**src/rtl/operand_fifo.sv**
```systemverilog
// Operand FIFO: valid/ready buffer with registered head word, occupancy and sticky handshake error.
// Optional OPERAND_FIFO_PARITY_EN adds a stored even-parity bit per entry and a sticky parity_err output.
module operand_fifo #(
  parameter int WIDTH = 9,
  parameter int DEPTH = 8,
  parameter int AW    = 3
) (
  input  logic             clk,
  input  logic             rst_n,
  input  logic             in_valid,
  output logic             in_ready,
  input  logic [WIDTH-1:0] in_data,
  output logic             out_valid,
  input  logic             out_ready,
  output logic [WIDTH-1:0] out_data,
  output logic [AW:0]      count,
  input  logic             flush,
`ifdef OPERAND_FIFO_PARITY_EN
  output logic             parity_err,
`endif
  output logic             err
);

`ifdef OPERAND_FIFO_PARITY_EN
  localparam int EW = WIDTH + 1;
`else
  localparam int EW = WIDTH;
`endif
  localparam logic [AW:0] FULL_CNT = (AW+1)'(DEPTH);

  function automatic logic even_parity(input logic [WIDTH-1:0] d);
    return ^d;
  endfunction

  logic [EW-1:0]    mem [DEPTH];
  logic [AW-1:0]    wr_ptr_r, rd_ptr_r, wr_ptr_s, rd_ptr_s;
  logic [AW:0]      count_r, count_s;
  logic [WIDTH-1:0] out_data_r, head_s;
  logic             in_ready_r, out_valid_r, stall_r, err_r;
  logic             push_s, pop_s;
  logic [EW-1:0]    entry_s;

  assign push_s = in_valid & in_ready_r & ~flush;
  assign pop_s  = out_valid_r & out_ready & ~flush;

`ifdef OPERAND_FIFO_PARITY_EN
  assign entry_s = {even_parity(in_data), in_data};
`else
  assign entry_s = in_data;
`endif

  // Next pointers, occupancy and head word; the head bypasses storage when the pushed word becomes the new head.
  always_comb begin
    wr_ptr_s = wr_ptr_r;
    rd_ptr_s = rd_ptr_r;
    count_s  = count_r;
    head_s   = out_data_r;
    if (flush) begin
      wr_ptr_s = '0;
      rd_ptr_s = '0;
      count_s  = '0;
    end else begin
      if (push_s) wr_ptr_s = wr_ptr_r + AW'(1);
      else        wr_ptr_s = wr_ptr_r;
      if (pop_s)  rd_ptr_s = rd_ptr_r + AW'(1);
      else        rd_ptr_s = rd_ptr_r;
      case ({push_s, pop_s})
        2'b10:   count_s = count_r + (AW+1)'(1);
        2'b01:   count_s = count_r - (AW+1)'(1);
        default: count_s = count_r;
      endcase
      if (push_s && ((count_r == (AW+1)'(0)) || ((count_r == (AW+1)'(1)) && pop_s)))
        head_s = in_data;
      else if (count_s != (AW+1)'(0))
        head_s = mem[rd_ptr_s][WIDTH-1:0];
      else
        head_s = out_data_r;
    end
  end

  // Storage array, intentionally without reset.
  always_ff @(posedge clk) begin
    if (push_s) mem[wr_ptr_r] <= entry_s;
  end

  // Control and output registers.
  always_ff @(posedge clk or negedge rst_n) begin
    if (!rst_n) begin
      wr_ptr_r    <= '0;
      rd_ptr_r    <= '0;
      count_r     <= '0;
      out_data_r  <= '0;
      in_ready_r  <= 1'b1;
      out_valid_r <= 1'b0;
      stall_r     <= 1'b0;
      err_r       <= 1'b0;
    end else begin
      wr_ptr_r    <= wr_ptr_s;
      rd_ptr_r    <= rd_ptr_s;
      count_r     <= count_s;
      out_data_r  <= head_s;
      in_ready_r  <= (count_s != FULL_CNT);
      out_valid_r <= (count_s != (AW+1)'(0));
      stall_r     <= in_valid & ~in_ready_r;
      err_r       <= err_r | (stall_r & ~in_valid);
    end
  end

`ifdef OPERAND_FIFO_PARITY_EN
  logic parity_err_r;
  // Stored word plus parity bit must XOR to zero when it leaves the FIFO.
  always_ff @(posedge clk or negedge rst_n) begin
    if (!rst_n)                          parity_err_r <= 1'b0;
    else if (flush)                      parity_err_r <= 1'b0;
    else if (pop_s && (^mem[rd_ptr_r]))  parity_err_r <= 1'b1;
    else                                 parity_err_r <= parity_err_r;
  end
  assign parity_err = parity_err_r;
`endif

  assign in_ready  = in_ready_r;
  assign out_valid = out_valid_r;
  assign out_data  = out_data_r;
  assign count     = count_r;
  assign err       = err_r;

endmodule
```
**config.mk**
```make
export PLATFORM = sky130hd
export DESIGN_NAME = operand_fifo
export DESIGN_NICKNAME = d
export VERILOG_FILES = /design/src/rtl/operand_fifo.sv
export SDC_FILE = /design/constraint.sdc
export NUM_CORES = 1
export LEC_CHECK = 0
export CAP_MARGIN = 40
export CELL_PAD_IN_SITES_DETAIL_PLACEMENT = 0
export CELL_PAD_IN_SITES_GLOBAL_PLACEMENT = 1
export CORE_UTILIZATION = 30
export DETAILED_ROUTE_END_ITERATION = 8
export PLACE_DENSITY_LB_ADDON = 0.1
export SLEW_MARGIN = 0
export SYNTH_ARGS = -nofsm -noshare
export SYNTH_HDL_FRONTEND = slang
export SYNTH_SLANG_ARGS = --single-unit
```
**constraint.sdc**
```tcl
create_clock -name clk -period 7.5 [get_ports clk]
set_input_delay 1.5 -clock clk [delete_from_list [all_inputs] [get_ports clk]]
set_output_delay 1.5 -clock clk [all_outputs]
set_load 0.02 [all_outputs]
```
# --- After elaboration in Yosys (flattened, before gate mapping) ---
# Memory sizes are Yosys's and may differ from the RTL's.
# Cells that the tools add are included.
classes:
  addsub: 4
  mul: 0
  n_div: 0
  magnitude_cmp: 0
  n_eq_ne: 4
  shifts: 0
  n_mux: 12
  bitwise_logic: 10
  reduce_logical: 9
ops:
  columns: ["op", "count"]
  rows:
  - ["two-way mux 9 bit", 2]
  - ["two-way mux 3 bit", 5]
  - ["two-way mux 4 bit", 2]
  - ["one-hot mux 4 bit (2 select lines)", 1]
  - ["nonzero test 4 bit", 2]
  - ["adder 3 x 1 -> 3 bit, second input constant", 2]
  - ["bitwise AND 1 bit", 6]
  - ["adder 4 x 1 -> 4 bit, second input constant", 1]
  - ["equality test 4 x 1 -> 1 bit, second input constant", 1]
  - ["zero test 4 bit", 1]
  - ["inequality test 4 bit, second input constant", 1]
  - ["nonzero test 2 bit", 2]
  - ["subtractor 4 x 1 -> 4 bit, second input constant", 1]
  - ["NOT 1 bit", 3]
  - ["equality test 2 x 1 -> 1 bit, second input constant", 1]
  - ["equality test 2 bit, second input constant", 1]
  - ["logical AND 1 bit", 2]
  - ["two-way mux 1 bit", 2]
  - ["AND reduction 2 bit", 1]
  - ["logical OR 1 bit", 1]
  - ["OR 1 bit", 1]
word_totals:
  register_bits: 23
  latch_bits: 0
  mem_bits_rw: 72
  rom_bits: 0
  in_bits: 14
  out_inout_bits: 16
  elab_cells: 48
  mem_count: 1
mem_list:
  columns: ["memory", "depth", "word_bits", "rd", "rd_clocked_by_memory_dff", "write_ports", "line_no", "text"]
  rows:
  - ["mem", 8, 9, 1, 0, 1, "35", "logic [EW-1:0] mem [DEPTH];"]

# --- Longest topological paths before layout ---
# Gate-level depths: netlist (run 1).
logic_depth:
  depth_word: 8
  depth_mapped: 11

# --- Worst setup path after synthesis (run 1) ---
# No wires, ideal clock.
synth_timing:
  path_kind: "input to register"
  startpoint: "input port flush"
  endpoint: "register out_data_r[0] (netlist: out_data[0])"
  t_arrival_ps: 3405
  t_required_ps: 7352
  path_slack_ps: 3947
  path_stages: 10
  path_buffers: 3
  cell_sequence: "and3b_1 buf_6 ha_1 clkbuf_1 a221o_1 a21oi_1 and4_1 clkbuf_1 nor3b_1 a211oi_1"
synth_via:
  elab_chain_cells: 8
  elab_cells_between_ends: 18
  classes_between: "2 x eq/ne; 6 x mux; 3 x bitwise; 6 x reduce/logical; 1 x memory"
synth_rtl:
  columns: ["item", "line_no", "text"]
  rows:
  - ["start: declaration", "17", "input logic flush,"]
  - ["NOT 1 bit (no line) *", null, null]
  - ["bitwise AND 1 bit (on tied branches)", "44, 43", null]
  - ["equality test 2 x 1 -> 1 bit or equality test 2 bit (tied branches)", "67", "case ({push_s, pop_s})"]
  - ["one-hot mux 4 bit (2 select lines)", "67", null]
  - ["two-way mux 4 bit", "58", "if (flush) begin"]
  - ["nonzero test 4 bit", "74", "else if (count_s != (AW+1)'(0))"]
  - ["nonzero test 2 bit (no line)", null, null]
  - ["AND reduction 2 bit (no line)", null, null]
  - ["end signal: assignment", "101", "out_data_r <= head_s;"]
  - ["end: declaration", "38", "logic [WIDTH-1:0] out_data_r, head_s;"]
# Every way passes the cells marked *; elsewhere a longest branch is shown, timed or not. The select of a mux whose other input is x is not followed.
# A chain may end at the register's enable or synchronous reset.

# --- Worst setup path after layout (run 1) ---
layout_timing:
  startpoint: "input port flush"
  endpoint: "register out_data_r[3] (netlist: out_data[3])"
# The elaborated chain is that of the path after synthesis.

==> flow_summary.rst, run 1 <==
.. list-table::
   :header-rows: 1

   * - Metric
     - Value
   * - Largest net degree at the start of global routing
     - 38
   * - Gr usage total
     - 0.141
   * - Antenna Nets Post-Route
     - 0
   * - Maximum clock frequency
     - 0.208 GHz
   * - Average footprint of a synthesized cell
     - 15.1 µm²
   * - Endpoint type of the worst setup path
     - flip-flop
   * - Clock Sinks
     - 95
   * - Final GP Congestion
     - 0.698
   * - Proportion of layout cells with a drive suffix above 1
     - 0.104
   * - Total DRC errors in the routed layout
     - 0
   * - Leakage power
     - 2.11 nW
   * - Die Wd
     - 120 µm
   * - CTS hold repair buffers
     - 0
   * - Max-cap viol count
     - 0
   * - Total overflow reported by the global router
     - 0
   * - Detailed Route WL
     - 9330 µm
   * - Top cells by count, synth
     - 72 x sky130_fd_sc_hd__edfxtp_1, 64 x sky130_fd_sc_hd__mux2i_1, 22 x sky130_fd_sc_hd__dfrtp_1
   * - Run status
     - complete, no violations
   * - Worst Hold Slack
     - 0.458 ns
   * - Worst min-delay path class
     - flip-flop to flip-flop
   * - Required @ worst endpoint
     - 7.69 ns
   * - Drt via density
     - 4.76
   * - Max Fanout on Critical Path
     - 13
   * - Core Area
     - 13400 µm²
   * - Synthesis warning total
     - 0
   * - Flops & latches, synth
     - 95
   * - Vias after detailed routing
     - 2393
   * - Share of the clock period used by the worst path
     - 0.642
   * - Number of enable-type register cells in the synthesized netlist
     - 72
   * - H-tree depth
     - 3
   * - Number of buffers added on ports
     - 29
   * - Total Neg Setup Slack
     - 0 ns
   * - Tightest Pin Transition
     - 0.706 ns
   * - Instance area at placement
     - 4770 µm²
   * - Clock latency on the worst-skew pair
     - 0.34 ns
   * - Sequential group share of total power
     - 0.535
   * - Worst clock skew
     - 0.00562 ns
   * - Mapped cell area
     - 4180 µm²
   * - Number of buffers on the longest clock path
     - 2
   * - Comb pwr share
     - 0.092
   * - CTS resizes
     - 0
   * - Unrepaired setup endpoints after global routing
     - no
   * - Die Y-Extent
     - 120 µm
   * - Syn nets
     - 298
   * - Area of the die
     - 14400 µm²
   * - I/O pins
     - 30
   * - Internal power
     - 0.000865 W
   * - Clock network fraction of design power
     - 0.373
   * - Slew Viols, Final
     - 0
   * - Crit path cell chain
     - clkdlybuf4s50_1, inv_1, nand3_1, ha_1, nor4b_1, a211oi_1, and4_1, nor3_2, a211oi_1
   * - Setup CP Type
     - input port to flip-flop
   * - Number of hold violations in the final report
     - 0
   * - Startpoint Class
     - input port
   * - Number of buffers inserted to repair setup after CTS
     - 0
   * - Count of unique library cells instantiated by Yosys
     - 38
   * - DRC violation total after the first TritonRoute iteration
     - 85
   * - WP data arrival
     - 5.01 ns
   * - Part of the Yosys area used for sequential elements
     - 0.656
   * - Power per standard cell area
     - 222 nW/µm²
   * - Top cells by area, synth
     - sky130_fd_sc_hd__edfxtp_1 52%, sky130_fd_sc_hd__mux2i_1 15%, sky130_fd_sc_hd__dfrtp_1 13%, sky130_fd_sc_hd__ha_1 2.4%, sky130_fd_sc_hd__a211oi_1 1.8%
   * - Cell taking the most area after synthesis
     - sky130_fd_sc_hd__edfxtp_1
   * - Worst-case vdd ir drop
     - 76.6 µV
   * - Dpl ws
     - 2.28 ns
   * - Slowest stage cell, crit path
     - sky130_fd_sc_hd__clkdlybuf4s50_1
   * - Area growth, synth to finish
     - 20.8%
   * - Total non-filler cell area in the finished layout
     - 5040 µm²
   * - CTS tree
     - done
   * - Global-route wire length before repair
     - 14400 µm
   * - Yosys top cell area share
     - 0.518
   * - Fillers
     - 1280
   * - Average routed wire per standard cell
     - 18.6 µm
   * - Instance count of the mapped netlist
     - 276
   * - Combined flip-flop and latch cell area
     - 2740 µm²
   * - Cts bufs inserted
     - 9
   * - Async SR Flop Fraction
     - 0.242
   * - Number of global-route vias before repair
     - 2394
   * - Detailed Routing Iterations Pass 1
     - 4
   * - Final setup violation count
     - 0
   * - Min setup slack post-route
     - 2.69 ns
   * - Final #Nets
     - 344
   * - Sw Ratio
     - 0.228
   * - Non-filler instance count after layout
     - 503
   * - Worst-case headroom to the max-slew limit
     - 0.528
   * - Post-synth top flop
     - sky130_fd_sc_hd__edfxtp_1
   * - Slowest cell delay on critical path
     - 0.67 ns
   * - Placed cell count
     - 487
   * - Sw Pwr
     - 0.000255 W
   * - Library cell with the highest instance count after synthesis
     - sky130_fd_sc_hd__edfxtp_1
   * - Number of antenna diodes
     - 0
   * - Clock edge transition at the registers on the reported setup and hold paths
     - 0.06 ns
   * - Initial Utilization
     - 0.312
   * - Most used cell, CP
     - sky130_fd_sc_hd__a211oi_1
   * - Total area of multi-input combinational cells
     - 1350 µm²
   * - Tmin final
     - 4.81 ns
   * - Half-perimeter wire length after placement
     - 6330 µm
   * - CTS Root Cell
     - sky130_fd_sc_hd__clkbuf_16
   * - Initial antenna violation count
     - 0
   * - Row Count
     - 42
## routing by layer
layer / routed length, µm / GRT usage / up-vias
met5: 0 / 0 / -
met4: 211 / 0.0656 / 0
met3: 273 / 0.0323 / 14
met2: 4430 / 0.217 / 30
met1: 4420 / 0.188 / 1197
li1: - / - / 1152
## power groups by stage
stage / Sequential, W / Clock, W / Combinational [W]
finish: 0.000599 / 0.000418 / 0.000103
global route: 0.000601 / 0.000453 / 0.000114
CTS: 0.000600 / 0.000433 / 0.000106
detailed placement: 0.000611 / 0 / 0.000106
global placement: 0.000611 / 0 / 0.000103
floorplan: 0.000617 / 0 / 0.0000431
## cell type report
type	instances	area share
sequential	95	0.543
inverter	8	0.00596
clock inverter	3	0.00397
timing repair buffer	45	0.0859
multi-input combinational	163	0.268
clock buffer	13	0.0496
tap	176	0.0437
## worst paths after layout
path                               end  depth (start not counted)      from  slack (ns)
hold reg to reg                    err                          1       err        0.46
hold / removal                     err                          1       err        0.46
min in group asynchronous      stall_r                          2     rst_n        1.52
max in group asynchronous     in_ready                          2     rst_n        5.68
setup / recovery           out_data[3]                          9     flush        2.69
setup reg to reg           out_data[3]                          7  in_ready        4.44
## cells in the final DEF (no fill, tap or decap), types with 2 or more instances in the layout
cell type / instances
sky130_fd_sc_hd__ha_1: 8
sky130_fd_sc_hd__a21oi_1: 6
sky130_fd_sc_hd__nor3_1: 5
sky130_fd_sc_hd__buf_6: 2
sky130_fd_sc_hd__or4_1: 2
sky130_fd_sc_hd__buf_4: 11
sky130_fd_sc_hd__clkbuf_1: 3
sky130_fd_sc_hd__xor2_1: 2
sky130_fd_sc_hd__mux2i_1: 64
sky130_fd_sc_hd__nand2_1: 9
sky130_fd_sc_hd__nor3b_1: 9
sky130_fd_sc_hd__clkbuf_16: 9
sky130_fd_sc_hd__inv_1: 8
sky130_fd_sc_hd__dfrtp_1: 22
sky130_fd_sc_hd__clkdlybuf4s50_1: 29
sky130_fd_sc_hd__buf_2: 2
sky130_fd_sc_hd__a21o_1: 2
sky130_fd_sc_hd__nand3_1: 4
sky130_fd_sc_hd__o22ai_1: 9
sky130_fd_sc_hd__a211oi_1: 10
sky130_fd_sc_hd__nand2b_1: 3
sky130_fd_sc_hd__edfxtp_1: 72
sky130_fd_sc_hd__nor2_1: 14
## sequential cells by signal, indices dropped and copies added (netlist names)
signal and cells:
mem 72, err 1, stall_r 1, out_data 9, out_valid 1, in_ready 1
rd_ptr_r 3, count 4, wr_ptr_r 3
## worst max-delay path, delay by kind of cell
kind	cells	cell delay [ns]
AND/OR/NAND/NOR	4	1.61
AO/OA/AOI/OAI	2	0.27
adder cells (fa/ha/maj)	1	0.52
buffers and inverters	2	1.10
## cell families after synthesis
kind of cell / after synthesis / share of synthesized area
AO/OA/AOI/OAI: 32 / 0.0515
XOR/XNOR: 4 / 0.0174
adder cells (fa/ha/maj): 8 / 0.0240
buffers and inverters: 18 / 0.0243
flip-flops: 95 / 0.656
multiplexers: 64 / 0.153
AND/OR/NAND/NOR: 55 / 0.0734
## stage by stage
stage	power, W	util
6_report	0.00112	0.376
5_1_grt	0.00117	0.376
4_1_cts	0.00114	0.376
3_5_place_dp	0.000716	0.356
3_3_place_gp	0.000714	0.350
2_1_floorplan	0.000660	-
No activity file was read; power rests on OpenSTA's default activity.
==> run 2, diff against run 1 <==
==> constraint.sdc (replaced) <==
create_clock -name clk -period 4.9 [get_ports clk]
set_input_delay 0.98 -clock clk [delete_from_list [all_inputs] [get_ports clk]]
set_output_delay 0.98 -clock clk [all_outputs]
set_load 0.02 [all_outputs]
==> run 2 against run 1 <==
Net effect: non-clock buffer count increased by 3; register-to-register slack got worse by 2.6 ns; final cell count increased by 0.60%; critical path depth is the same; combinational power increased by 57%; die area stayed put; first-iteration DRC count rose to 2.5 times the previous value; sequential cell count is the same; power up 57%; sequential share of layout area is 0.23 points lower; largest power group unchanged; clock skew grew 0.0037 ns.
==> flow_summary.rst, run 2 (synthesis gave the netlist of run 1 again) <==
.. list-table::
   :header-rows: 1

   * - Metric
     - Value
   * - Total Neg Setup Slack
     - 0 ns (unchanged)
   * - Worst-case vdd ir drop
     - 238 µV (+210%)
   * - Tmin final
     - 3.78 ns
   * - Maximum clock frequency
     - 0.265 GHz
   * - Top library cells by usage in the layout, fill and taps aside
     - 72 x sky130_fd_sc_hd__edfxtp_1, 64 x sky130_fd_sc_hd__mux2i_1, 29 x sky130_fd_sc_hd__clkdlybuf4s50_1
   * - Startpoint Class
     - input port
   * - Min-Delay Startpoint
     - err
   * - Sw Pwr
     - 0.000400 W (+56%)
   * - Worst-case headroom to the max-slew limit
     - 0.551 (+0.0225)
   * - Sw Ratio
     - 0.227 (-0.00108)
   * - Number of antenna diodes
     - 0 (unchanged)
   * - Endpoint type of the worst setup path
     - flip-flop
   * - Max reg flops
     - 72 (unchanged)
   * - Die Y-Extent
     - 120 µm (unchanged)
   * - Total overflow reported by the global router
     - 0 (unchanged)
   * - Startpoint of the worst register-to-register path
     - in_ready
   * - Number of global-route vias before repair
     - 2415 (+0.88%)
   * - Global-route wire length before repair
     - 15000 µm (+4.3%)
   * - Most common library cell in the layout ignoring fill and taps
     - sky130_fd_sc_hd__edfxtp_1
   * - Placed cell count
     - 490 (+0.62%)
   * - Largest net degree at the start of global routing
     - 24 (-37%)
   * - Worst min-delay path class
     - flip-flop to flip-flop
   * - Clock edge transition at the registers on the reported setup and hold paths
     - 0.06 ns (about the same)
   * - Power per standard cell area
     - 348 nW/µm² (+57%)
   * - Detailed Route WL
     - 9750 µm (+4.4%)
   * - Comb pwr share
     - 0.092 (about the same)
   * - Max Fanout on Critical Path
     - 11 (-2)
   * - CTS hold repair buffers
     - 0 (unchanged)
   * - Slew Viols, Final
     - 0 (unchanged)
   * - Slowest stage cell, crit path
     - sky130_fd_sc_hd__nor3_2
   * - CTS Root Cell
     - sky130_fd_sc_hd__clkbuf_16
   * - Area growth, synth to finish
     - 21.3%
   * - Number of buffers on the longest clock path
     - 2 (unchanged)
   * - Leakage power
     - 2.13 nW (+0.82%)
   * - I/O pins
     - 30 (unchanged)
   * - Max-cap viol count
     - 0 (unchanged)
   * - Number of buffers inserted to repair setup after CTS
     - 0 (unchanged)
   * - Register name with the most flops
     - mem
   * - Internal power
     - 0.00136 W (+57%)
   * - Crit path from
     - flush
   * - Initial antenna violation count
     - 0 (unchanged)
   * - Area of the die
     - 14400 µm² (unchanged)
   * - Setup CP Type
     - input port to flip-flop
   * - H-tree depth
     - 3 (unchanged)
   * - Required @ worst endpoint
     - 5.09 ns (-2.60 ns)
   * - Minimum setup slack among reg-to-reg paths
     - 1.82 ns (-2.62 ns)
   * - Detailed Routing Iterations Pass 1
     - 4 (unchanged)
   * - Tightest Pin Transition
     - 0.673 ns (-0.0331 ns)
   * - Drt via density
     - 4.70 (-1.2%)
   * - Most used cell, CP
     - sky130_fd_sc_hd__a211oi_1
   * - Gr usage total
     - 0.149 (+0.00785)
   * - Share of the clock period used by the worst path
     - 0.771
   * - Proportion of layout cells with a drive suffix above 1
     - 0.112 (+0.00815)
   * - DRC violation total after the first TritonRoute iteration
     - 215 (+150%)
   * - Total DRC errors in the routed layout
     - 0 (unchanged)
   * - Cts bufs inserted
     - 9 (unchanged)
   * - WP data arrival
     - 3.97 ns (-1.04 ns)
   * - Sequential group share of total power
     - 0.521 (-0.014)
   * - Average routed wire per standard cell
     - 19.3 µm (+3.8%)
   * - CTS tree
     - done
   * - Final #Nets
     - 347 (+0.87%)
   * - Final setup violation count
     - 0 (unchanged)
   * - Antenna Nets Post-Route
     - 0 (unchanged)
   * - Clock latency on the worst-skew pair
     - 0.35 ns (about the same)
   * - Unrepaired setup endpoints after global routing
     - no
   * - Non-filler instance count after layout
     - 506 (+0.60%)
   * - Fillers
     - 1295 (+1.2%)
   * - Core Area
     - 13400 µm² (unchanged)
   * - Die Wd
     - 120 µm (unchanged)
   * - CTS resizes
     - 0 (unchanged)
   * - Clock network fraction of design power
     - 0.388 (+0.015)
   * - Clock Sinks
     - 95 (unchanged)
   * - Crit path cell chain
     - clkdlybuf4s50_1, inv_1, nand3_1, ha_1, nor4b_1, a211oi_1, and4_1, nor3_2, a211oi_1
   * - Number of buffers added on ports
     - 29 (unchanged)
   * - Final GP Congestion
     - 0.689 (-1.3%)
   * - Initial Utilization
     - 0.312 (unchanged)
   * - Run status
     - complete, no violations
   * - Number of hold violations in the final report
     - 0 (unchanged)
   * - Worst clock skew
     - 0.00928 ns (+0.00367 ns)
   * - Slowest cell delay on critical path
     - 0.59 ns (-0.08 ns)
   * - Vias after detailed routing
     - 2378 (-0.63%)
   * - Combined flip-flop and latch cell area
     - 2740 µm² (unchanged)
   * - Half-perimeter wire length after placement
     - 6460 µm (+2.0%)
   * - Row Count
     - 42 (unchanged)
   * - Total area of multi-input combinational cells
     - 1340 µm² (-0.65%)
[run 2: power groups by stage]
| stage | clock (W) | combinational (W) | sequential [W] |
|---|---|---|---|
| 4_1_cts | 0.000703 | 0.000165 | 0.000918 |
| 2_1_floorplan | 0 | 0.0000660 | 0.000944 |
| 5_1_grt | 0.000732 | 0.000177 | 0.000920 |
| 3_5_place_dp | 0 | 0.000164 | 0.000935 |
| 6_report | 0.000683 | 0.000162 | 0.000917 |
| 3_3_place_gp | 0 | 0.000161 | 0.000935 |
[run 2: through the flow]
step	total power [W]	setup WS, ns	utilization	hold WS (ns)	area (µm²)
2_1_floorplan	0.00101	1.87	-	0.430	4180
3_3_place_gp	0.00110	0.812	0.354	0.442	4740
3_5_place_dp	0.00110	0.761	0.357	0.446	4780
4_1_cts	0.00179	1.12	0.378	0.464	5060
5_1_grt	0.00183	0.888	0.378	0.484	5060
6_report	0.00176	1.12	0.378	0.457	5060
[run 2: final timing paths]
check	end	depth (start not counted)
worst max-delay path	out_data[8]	9
worst min-delay path	err	1
worst max register to register	out_data[8]	7
worst min register to register	err	1
max in group asynchronous	in_ready	2
min in group asynchronous	out_data[2]	2
[run 2: critical path, delay by kind of cell]
family	cells	cell delay, ns
and+or+nand+nor	4	1.54
buffers and inverters	2	0.66
adders and majority gates	1	0.52
AOI/OAI and AO/OA	2	0.27
[run 2: layout make-up]
cell class,instances,share of cell area
Tap cell,176,0.0435
Sequential cell,95,0.541
Inverter,8,0.00593
Clock inverter,4,0.00914
Timing Repair Buffer,48,0.0890
Clock buffer,12,0.0467
Multi-Input combinational cell,163,0.265
[run 2: layer usage]
layer | vias to the layer above | wire length, µm | GRT usage
li1 | 1149 | - | -
met1 | 1189 | 4780 | 0.203
met2 | 30 | 4560 | 0.226
met3 | 10 | 257 | 0.0385
met4 | 0 | 153 | 0.0563
met5 | - | 0 | 0
==> run 3, diff against run 2 <==
==> constraint.sdc (replaced) <==
create_clock -name clk -period 3.7 [get_ports clk]
set_input_delay 0.74 -clock clk [delete_from_list [all_inputs] [get_ports clk]]
set_output_delay 0.74 -clock clk [all_outputs]
set_load 0.02 [all_outputs]
==> run 3 against run 2 <==
Net effect: first-iteration DRC count is 32% lower; global-route usage is 1.2 points lower; non-clock buffer count is 2 higher; highest routed layer unchanged; die area stayed put; clock skew is 0.0023 ns lower; clock-buffer cell count is 2 higher; combinational power is 32% higher; clock power is 30% higher; via count is 1.5% higher; wire length is 4.8% lower; hold slack worse by 0.0014 ns.
==> flow_summary.rst, run 3 (synthesis gave the netlist of run 1 again) <==
.. list-table::
   :header-rows: 1

   * - Metric
     - Value
   * - Run status
     - complete, no violations
   * - Share of the clock period used by the worst path
     - 0.835
   * - Proportion of layout cells with a drive suffix above 1
     - 0.114 (+0.00234)
   * - Overall power consumption
     - 0.00232 W (+32%)
   * - Top library cells by usage in the layout, fill and taps aside
     - 72 x sky130_fd_sc_hd__edfxtp_1, 64 x sky130_fd_sc_hd__mux2i_1, 29 x sky130_fd_sc_hd__clkdlybuf4s50_1
   * - Internal power
     - 0.00181 W (+33%)
   * - Most used cell, CP
     - sky130_fd_sc_hd__a211oi_1
   * - Average routed wire per standard cell
     - 18.3 µm (-5.2%)
   * - Worst min-delay path class
     - flip-flop to flip-flop
   * - Area of the die
     - 14400 µm² (unchanged)
   * - Tmin final
     - 3.09 ns
   * - Core Area
     - 13400 µm² (unchanged)
   * - Area growth, synth to finish
     - 21.4%
   * - Final setup violation count
     - 0 (unchanged)
   * - Worst-case headroom to the max-slew limit
     - 0.540 (-0.0106)
   * - Crit path cell chain
     - clkdlybuf4s50_1, and3b_1, ha_1, nor4b_1, a211oi_1, and4_1, nor3_2, a211oi_1
   * - Initial Utilization
     - 0.312 (unchanged)
   * - CTS resizes
     - 0 (unchanged)
   * - Clock Sinks
     - 95 (unchanged)
   * - Detailed Route WL
     - 9280 µm (-4.8%)
   * - Worst-case vdd ir drop
     - 234 µV (-1.7%)
   * - Required @ worst endpoint
     - 3.87 ns (-1.22 ns)
   * - Worst clock skew
     - 0.00694 ns (-0.00234 ns)
   * - Row Count
     - 42 (unchanged)
   * - DRC violation total after the first TritonRoute iteration
     - 147 (-32%)
   * - Clock latency on the worst-skew pair
     - 0.34 ns (about the same)
   * - Antenna Nets Post-Route
     - 0 (unchanged)
   * - Min setup slack post-route
     - 0.609 ns (-0.514 ns)
   * - Number of hold violations in the final report
     - 0 (unchanged)
   * - Die Wd
     - 120 µm (unchanged)
   * - Slowest stage cell, crit path
     - sky130_fd_sc_hd__nor3_2
   * - Tightest Pin Transition
     - 0.688 ns (+0.0152 ns)
   * - Slowest cell delay on critical path
     - 0.57 ns (-0.02 ns)
   * - Gr usage total
     - 0.137 (-0.0121)
   * - Half-perimeter wire length after placement
     - 5930 µm (-8.2%)
   * - Number of buffers on the longest clock path
     - 2 (unchanged)
   * - Number of buffers added on ports
     - 29 (unchanged)
   * - Worst path bufs/invs
     - 1 (-1)
   * - CTS Root Cell
     - sky130_fd_sc_hd__clkbuf_16
   * - Global-route wire length before repair
     - 14100 µm (-6.0%)
   * - I/O pins
     - 30 (unchanged)
   * - Number of antenna diodes
     - 0 (unchanged)
   * - Slew Viols, Final
     - 0 (unchanged)
   * - Leakage power
     - 2.14 nW (+0.34%)
   * - Comb pwr share
     - 0.092 (about the same)
   * - Maximum clock frequency
     - 0.324 GHz
   * - Die Y-Extent
     - 120 µm (unchanged)
   * - H-tree depth
     - 3 (unchanged)
   * - Unrepaired setup endpoints after global routing
     - no
   * - Clock edge transition at the registers on the reported setup and hold paths
     - 0.06 ns (about the same)
   * - Most common library cell in the layout ignoring fill and taps
     - sky130_fd_sc_hd__edfxtp_1
   * - Total number of cells along the worst setup path
     - 8 (-1)
   * - Finished Core Util
     - 0.378 (+0.000467)
   * - Max reg flops
     - 72 (unchanged)
   * - Power per standard cell area
     - 457 nW/µm² (+31%)
   * - Drt via density
     - 4.75 (+1.1%)
   * - Register name with the most flops
     - mem
   * - CTS hold repair buffers
     - 0 (unchanged)
   * - Sequential group share of total power
     - 0.524 (+0.003)
   * - Detailed Routing Iterations Pass 1
     - 4 (unchanged)
   * - Total DRC errors in the routed layout
     - 0 (unchanged)
   * - Worst Hold Slack
     - 0.456 ns (-0.00135 ns)
   * - Number of global-route vias before repair
     - 2352 (-2.6%)
   * - Sw Ratio
     - 0.220 (-0.00653)
   * - Final #Nets
     - 349 (+0.58%)
   * - Crit path max-delay family
     - simple AND/OR/NAND/NOR gates
   * - Depth of the most critical reg-to-reg path
     - 7 (unchanged)
   * - Cts bufs inserted
     - 9 (unchanged)
   * - Vias after detailed routing
     - 2413 (+1.5%)
   * - Startpoint Class
     - input port
   * - Number of buffers inserted to repair setup after CTS
     - 0 (unchanged)
   * - CTS tree
     - done
   * - WP data arrival
     - 3.26 ns (-0.71 ns)
   * - Largest net degree at the start of global routing
     - 38 (+58%)
   * - Dpl ws
     - 0.226 ns (-0.535 ns)
   * - Total overflow reported by the global router
     - 0 (unchanged)
   * - Total Neg Setup Slack
     - 0 ns (unchanged)
   * - Initial antenna violation count
     - 0 (unchanged)
   * - Endpoint type of the worst setup path
     - flip-flop
   * - Max Fanout on Critical Path
     - 11 (unchanged)
   * - Sw Pwr
     - 0.000511 W (+28%)
   * - Final GP Congestion
     - 0.819 (+19%)
   * - Worst hold path stage count
     - 1 (unchanged)
   * - Max-cap viol count
     - 0 (unchanged)
   * - Setup CP Type
     - input port to flip-flop
   * - Clock network fraction of design power
     - 0.384 (-0.004)
==> run 3: cell types whose count changed in the layout (fill, tap and decap cells not counted), sizes merged <==
cell and change:
clkbuf +2, clkinvlp -1, clkinv -1, buf +2
==> run 3: power by group through the flow <==
stage	clock network, W	logic [W]	registers, W
after floorplan	0	0.0000874	0.00125
after global placement	0	0.000216	0.00124
after detailed placement	0	0.000217	0.00124
after CTS	0.000919	0.000218	0.00121
after global routing	0.000959	0.000231	0.00122
final	0.000891	0.000214	0.00121
==> run 3: metrics by stage <==
| stage | instance area, µm² | std cells |
|---|---|---|
| floorplan | 4180 | 276 |
| global placement | 4790 | 492 |
| detailed placement | 4790 | 492 |
| CTS | 5070 | 508 |
| global route | 5070 | 508 |
| finish | 5070 | 508 |
==> run 3: routing by layer <==
layer  wire, µm  vias to the layer above  GRT usage
met1       4510                     1192      0.200
met2       4210                       54      0.200
met4        122                        0     0.0422
met3        437                        9     0.0299
li1           -                     1158          -
met5          0                        -          0
==> run 3: final cells by class <==
type,instances,area (µm²)
fillers,1303,8330
flip-flops and latches,95,2740
multi-input cells,163,1340
repair buffers,50,460
clock buffers,14,244
well taps,176,220
clock inverters,2,35.0
inverters,8,30.0
==> run 3: worst paths after layout <==
| check | start | to | slack, ns |
|---|---|---|---|
| max reg2reg | in_ready | out_data[0] | 1.03 |
| min | stall_r | err | 0.46 |
| min in group asynchronous | rst_n | out_data[7] | 0.77 |
| min reg2reg | stall_r | err | 0.46 |
| max in group asynchronous | rst_n | in_ready | 2.61 |
| max | flush | out_data[0] | 0.61 |
